--- config.mk ---
export PLATFORM = sky130hd
export DESIGN_NAME = ps2_key_decoder
export DESIGN_NICKNAME = d
export VERILOG_FILES = /design/src/rtl/ps2_pkg.sv /design/src/rtl/ps2_filter.sv /design/src/rtl/ps2_key_decoder.sv
export SDC_FILE = /design/constraint.sdc
export NUM_CORES = 1
export LEC_CHECK = 0
export BUFFER_PORTS_ARGS = -buffer_cell sky130_fd_sc_hd__clkbuf_2
export CORE_MARGIN = 2
export CORE_UTILIZATION = 40
export DETAILED_ROUTE_END_ITERATION = 10
export PLACE_DENSITY = 0.66
export SYNTH_ARGS = -nofsm -noshare
export SYNTH_HDL_FRONTEND = slang
export SYNTH_SLANG_ARGS = --single-unit
export TNS_END_PERCENT = 30
--- constraint.sdc ---
create_clock -name clk_sys -period 2.5 [get_ports clk_sys]
set_input_delay 0.25 -clock clk_sys [delete_from_list [all_inputs] [get_ports clk_sys]]
set_output_delay 0.25 -clock clk_sys [all_outputs]
set_load 0.01 [all_outputs]
--- src/rtl/ps2_pkg.sv ---
// Shared PS/2 receiver types: frame FSM states and the scan-code prefix bytes.
package ps2_pkg;

    typedef enum logic [1:0] {
        ST_IDLE   = 2'd0,
        ST_DATA   = 2'd1,
        ST_PARITY = 2'd2,
        ST_STOP   = 2'd3
    } ps2_state_e;

    localparam logic [7:0] PS2_EXT   = 8'hE0;
    localparam logic [7:0] PS2_BRK   = 8'hF0;
    localparam logic [7:0] PS2_PAUSE = 8'hE1;

    // Bytes still to swallow after the Pause lead-in byte.
    localparam logic [2:0] PS2_PAUSE_SKIP = 3'd7;

    // PS/2 frames carry odd parity over the eight data bits plus the parity bit.
    function automatic logic odd_parity_ok(input logic [7:0] data, input logic par);
        return ^{data, par};
    endfunction

endpackage

--- src/rtl/ps2_filter.sv ---
// Two-flop synchronizer followed by a run-length glitch filter for one PS/2 line.
module ps2_filter #(
    parameter int FILTER_LEN = 8
) (
    input  logic clk_sys,
    input  logic reset_n,
    input  logic i_line,
    output logic o_filt
);

    localparam int CW = $clog2(FILTER_LEN + 1);

    logic [1:0]    r_sync;
    logic [CW-1:0] r_cnt;
    logic          r_filt;

    // r_cnt counts consecutive samples that disagree with the filtered level.
    always_ff @(posedge clk_sys) begin
        if (!reset_n) begin
            r_sync <= 2'b11;
            r_cnt  <= '0;
            r_filt <= 1'b1;
        end else begin
            r_sync <= {r_sync[0], i_line};
            if (r_sync[1] != r_filt) begin
                if (r_cnt == CW'(FILTER_LEN - 1)) begin
                    r_filt <= r_sync[1];
                    r_cnt  <= '0;
                end else begin
                    r_cnt <= r_cnt + 1'b1;
                end
            end else begin
                r_cnt <= '0;
            end
        end
    end

    assign o_filt = r_filt;

endmodule

--- src/rtl/ps2_key_decoder.sv ---
// PS/2 keyboard receiver: frames bytes, folds E0/F0/E1 prefixes into key events.
// Define PS2_PARITY_CHECK_EN to reject frames with bad (even) parity.
module ps2_key_decoder
    import ps2_pkg::*;
#(
    parameter int FILTER_LEN  = 8,
    parameter int TIMEOUT_CYC = 50000
) (
    input  logic       clk_sys,
    input  logic       reset_n,
    input  logic       ps2_clk,
    input  logic       ps2_data,
    output logic       key_strobe,
    output logic       key_pressed,
    output logic       key_extended,
    output logic [7:0] key_code,
    output logic       frame_err
);

    localparam int TW = $clog2(TIMEOUT_CYC + 1);

    logic w_clk_f;
    logic w_data_f;
    logic w_fall;
    logic w_par_ok;

    ps2_filter #(.FILTER_LEN(FILTER_LEN)) u_clk_filt (
        .clk_sys (clk_sys),
        .reset_n (reset_n),
        .i_line  (ps2_clk),
        .o_filt  (w_clk_f)
    );

    // Data gets the same filter so it stays aligned with the filtered clock.
    ps2_filter #(.FILTER_LEN(FILTER_LEN)) u_data_filt (
        .clk_sys (clk_sys),
        .reset_n (reset_n),
        .i_line  (ps2_data),
        .o_filt  (w_data_f)
    );

    ps2_state_e    r_state;
    logic          r_clk_prev;
    logic [2:0]    r_bit;
    logic [7:0]    r_shift;
    logic [TW-1:0] r_tmo;
    logic          r_ext;
    logic          r_brk;
    logic [2:0]    r_skip;

    assign w_fall = r_clk_prev & ~w_clk_f;

`ifdef PS2_PARITY_CHECK_EN
    logic r_par;
    assign w_par_ok = odd_parity_ok(r_shift, r_par);
`else
    assign w_par_ok = 1'b1;
`endif

    always_ff @(posedge clk_sys) begin
        if (!reset_n) begin
            r_state      <= ST_IDLE;
            r_clk_prev   <= 1'b1;
            r_bit        <= '0;
            r_shift      <= '0;
            r_tmo        <= '0;
            r_ext        <= 1'b0;
            r_brk        <= 1'b0;
            r_skip       <= '0;
            key_strobe   <= 1'b0;
            key_pressed  <= 1'b0;
            key_extended <= 1'b0;
            key_code     <= 8'h00;
            frame_err    <= 1'b0;
`ifdef PS2_PARITY_CHECK_EN
            r_par        <= 1'b0;
`endif
        end else begin
            key_strobe <= 1'b0;
            frame_err  <= 1'b0;
            r_clk_prev <= w_clk_f;

            if (r_state == ST_IDLE || w_fall)
                r_tmo <= '0;
            else
                r_tmo <= r_tmo + 1'b1;

            if (r_state != ST_IDLE && !w_fall && r_tmo == TW'(TIMEOUT_CYC - 1)) begin
                r_state   <= ST_IDLE;
                frame_err <= 1'b1;
                r_ext     <= 1'b0;
                r_brk     <= 1'b0;
                r_skip    <= '0;
            end else if (w_fall) begin
                case (r_state)
                    ST_IDLE: begin
                        if (!w_data_f) begin
                            r_state <= ST_DATA;
                            r_bit   <= '0;
                        end
                    end
                    ST_DATA: begin
                        r_shift <= {w_data_f, r_shift[7:1]};
                        r_bit   <= r_bit + 1'b1;
                        if (r_bit == 3'd7)
                            r_state <= ST_PARITY;
                    end
                    ST_PARITY: begin
`ifdef PS2_PARITY_CHECK_EN
                        r_par <= w_data_f;
`endif
                        r_state <= ST_STOP;
                    end
                    ST_STOP: begin
                        r_state <= ST_IDLE;
                        if (!w_data_f || !w_par_ok) begin
                            frame_err <= 1'b1;
                            r_ext     <= 1'b0;
                            r_brk     <= 1'b0;
                            r_skip    <= '0;
                        end else if (r_skip != '0) begin
                            r_skip <= r_skip - 1'b1;
                        end else if (r_shift == PS2_PAUSE) begin
                            r_skip <= PS2_PAUSE_SKIP;
                        end else if (r_shift == PS2_EXT) begin
                            r_ext <= 1'b1;
                        end else if (r_shift == PS2_BRK) begin
                            r_brk <= 1'b1;
                        end else begin
                            key_strobe   <= 1'b1;
                            key_code     <= r_shift;
                            key_pressed  <= ~r_brk;
                            key_extended <= r_ext;
                            r_ext        <= 1'b0;
                            r_brk        <= 1'b0;
                        end
                    end
                    default: r_state <= ST_IDLE;
                endcase
            end
        end
    end

endmodule

==> out/metrics.cfg <==
[sta]
rsz0062_at_grt = no
slew_viol_final = 0
max_freq_mhz = 535
period_share_pct = 74.8
setup_viol = 0
period_minus_slack_ns = 1.87
final_hold_viol_count = 0
tightest_slew_ns = 0.599
fin_tns_setup_ns = 0
slew_headroom_pct = 60.1
fin_skew_ns = 0.00832
setup_ws_ns = 0.631

[drt]
avgRoutedWirePerCell_um = 12.3
vias_per_cell = 5.28
finalWirelength_um = 4700
drc = 0
first_pass_iters = 4
drt_iter0_drc = 147
antenna_left = 0
vias = 2024

[synth]
synth_area_leader_cell = dfxtp_1
synthesis.area_sq_um = 2640
synth_area_leaders = dfxtp_1 46%, ha_1 5.2%, xor2_1 4.6%, nand3_1 4.4%, mux2i_1 3.8%
yosys.area.top_type_share_pct = 46.2
synth_seq_cells = 61
synth_edf_count = 0
yosysWarnings = 0
synth_nets = 303
async_flop_share_pct = 0
ys_types = 42
synthFlopType = dfxtp_1
avgSynthCellArea_sq_um = 9.18
ys_seq_area_share_pct = 46.2
syn_inst = 288

[floorplan]
core_sq_um = 6390
die_width_um = 85.3
initial_core_util_pct = 41.4
num_rows = 29
fp.dieH_um = 85.3
pin_count = 16
die_area_sq_um = 7280

[worst_setup_path]
startpoint_type = flop
timing.rr.end = r_skip[1]$_SDFFE_PP0P_
path_class = reg2reg
worst_ep_arrival_time_ns = 2.14
r2r_slack_ns = 0.63
critical_path.max_fanout = 6
path_cells = or4b_1 > o21a_1 > or4_1 > a31oi_1
r2r-start = r_shift[1]$_SDFFE_PN0P_
cp_data_required_time_ns = 2.77
cp_slowest_cell = or4b_1
reg2regPathDepth = 4
cp-end-kind = flop
critPathMaxStageDelay_ns = 0.64

[global_routing]
grt_pass1_vias = 1845
grt_pass1_wl_um = 8220
grt_max_degree = 37
grt_usage_pct = 14.5
antenna_found_initial = 0
grt_overflow = 0

[power_and_ir_drop]
peakVddDrop_mv = 0.367
leakage_nw = 1.15
finalPower_mw = 1.98
power.density_nw_per_um2 = 663

[finish]
nets = 316
final_util_pct = 46.8
antenna_cells = 0
regArea_sq_um = 1220
area_growth_pct = 13.1
layout-drive-gt1-share_pct = 10.5
multi_input_area_sq_um = 1330
fill_cells = 614

[place]
io_buffers = 15
gp_congestion = 0.829
dp_hpwl_um = 3170
dp_slack_ns = 0.647

[clock_network]
clk_pin_slew_ns = 0.07
cts_made_buffers = 9
cts.sinks = 61
clk_latency_ns = 0.35
cts_setup_buffers = 0
cts-resized-gates = 0
tritoncts = yes
root_buffer = clkbuf_8
postCtsHoldBufs = 0
htree_num_levels = 3
clock_path_buffers = 2

[flow_run]
max_cap_violations = 0

[worst_hold_path]
hold_end = u_clk_filt.r_sync[0]$_SDFF_PN1_
hp-class = in2reg
hold_start = ps2_clk
holdPathStages = 2

[run_status]
status = finished clean

-- layout make-up --
type,count,area share (%)
Clock buffer,12,5.19
Multi-Input combinational cell,203,44.4
Clock inverter,4,2.34
Inverter,10,1.26
Tap cell,77,3.22
Timing Repair Buffer,16,2.76
Sequential cell,61,40.8
-- routing by layer --
| metal | part of all wire, % | wire length (um) | track usage (%) |
|---|---|---|---|
| met1 | 49 | 2280 | 19.4 |
| met3 | 4.5 | 212 | 3.70 |
| met5 | 0 | 0 | 0 |
| met4 | 3.3 | 155 | 9.96 |
| met2 | 44 | 2050 | 20.4 |
-- flip-flops by register name, indices dropped and copies added (netlist names) --
signal and cells:
frame_err 1, key_code 8, key_extended 1, key_pressed 1
key_strobe 1, r_bit 3, r_brk 1, r_clk_prev 1
r_ext 1, r_shift 8, r_skip 3, r_state 2
r_tmo 16, u_clk_filt.o_filt 1, u_clk_filt.r_cnt 4, u_clk_filt.r_sync 2
u_data_filt.o_filt 1, u_data_filt.r_cnt 4, u_data_filt.r_sync 2
-- worst max-delay path, delay by kind of cell (launching register included) --
family          cells  cell delay [ns]
flops               1             0.33
simple gates        2             1.05
compound gates      2             0.43
-- where the power goes --
| part | switching (mW) | total [mW] | internal [mW] |
|---|---|---|---|
| logic | 0.0117 | 0.0209 | 0.00917 |
| registers | 0.00165 | 0.977 | 0.976 |
| clock network | 0.373 | 0.985 | 0.612 |
-- Yosys cell counts, types with 3 or more instances --
cell type and n:
nand4_1 6, dfxtp_1 61, xor2_1 14, xnor2_1 3
and4_1 3, or3_1 3, mux2i_1 10, and3_1 7
inv_1 10, ha_1 11, a31oi_1 3, nand3_1 23
o21ai_0 14, nand2b_1 7, clkbuf_1 10, a21boi_0 11
nor3_1 3, nand2_1 16, a21oi_1 7, nor2b_1 12
nor2_1 24, nand3b_1 3
-- metrics by stage --
| stage | area [sq um] | hold slack (ns) | std cells |
|---|---|---|---|
| floorplan | 2640 | 0.323 | 288 |
| CTS | 2990 | 0.0748 | 383 |
| global route | 2990 | 0.0792 | 383 |
| global placement | 2770 | 0.390 | 367 |
| detailed placement | 2770 | 0.392 | 367 |
| finish | 2990 | 0.0826 | 383 |
-- how the worst max path moves through the flow --
| stage | slack (ns) | startpoint | end | depth (start not counted) |
|---|---|---|---|---|
| 6_report | 0.63 | r_shift[1]$_SDFFE_PN0P_ | r_skip[1]$_SDFFE_PP0P_ | 4 |
| 5_1_grt | 0.41 | r_skip[0]$_SDFFE_PP0P_ | key_pressed$_SDFFE_PN0P_ | 6 |
| 4_1_cts | 0.63 | r_skip[0]$_SDFFE_PP0P_ | key_pressed$_SDFFE_PN0P_ | 6 |
| 3_5_place_dp | 0.65 | r_skip[0]$_SDFFE_PP0P_ | key_pressed$_SDFFE_PN0P_ | 6 |
| 3_3_place_gp | 0.68 | r_skip[0]$_SDFFE_PP0P_ | key_pressed$_SDFFE_PN0P_ | 6 |
| 2_1_floorplan | 0.74 | r_shift[1]$_SDFFE_PN0P_ | r_skip[1]$_SDFFE_PP0P_ | 5 |
-- cells by family after synthesis --
group	synth area share, %
buf+inv	3.60
mux	3.79
compound gates	11.8
xor+xnor	5.63
flops	46.2
fa+ha+maj	5.21
simple gates	23.8
-- cells in the final DEF (no fill, tap or decap), types with 3 or more instances in the layout --
| cell type | count |
|---|---|
| a21boi_0 | 11 |
| a21oi_1 | 7 |
| a31oi_1 | 3 |
| and3_1 | 7 |
| and4_1 | 3 |
| clkbuf_2 | 15 |
| clkbuf_8 | 11 |
| dfxtp_1 | 61 |
| ha_1 | 11 |
| inv_1 | 10 |
| mux2i_1 | 10 |
| nand2_1 | 16 |
| nand2b_1 | 7 |
| nand3_1 | 23 |
| nand3b_1 | 3 |
| nand4_1 | 6 |
| nor2_1 | 24 |
| nor2b_1 | 12 |
| nor3_1 | 3 |
| o21ai_0 | 14 |
| or3_1 | 3 |
| xnor2_1 | 3 |
| xor2_1 | 14 |
Note: power is estimated with default switching activity, not from simulation.
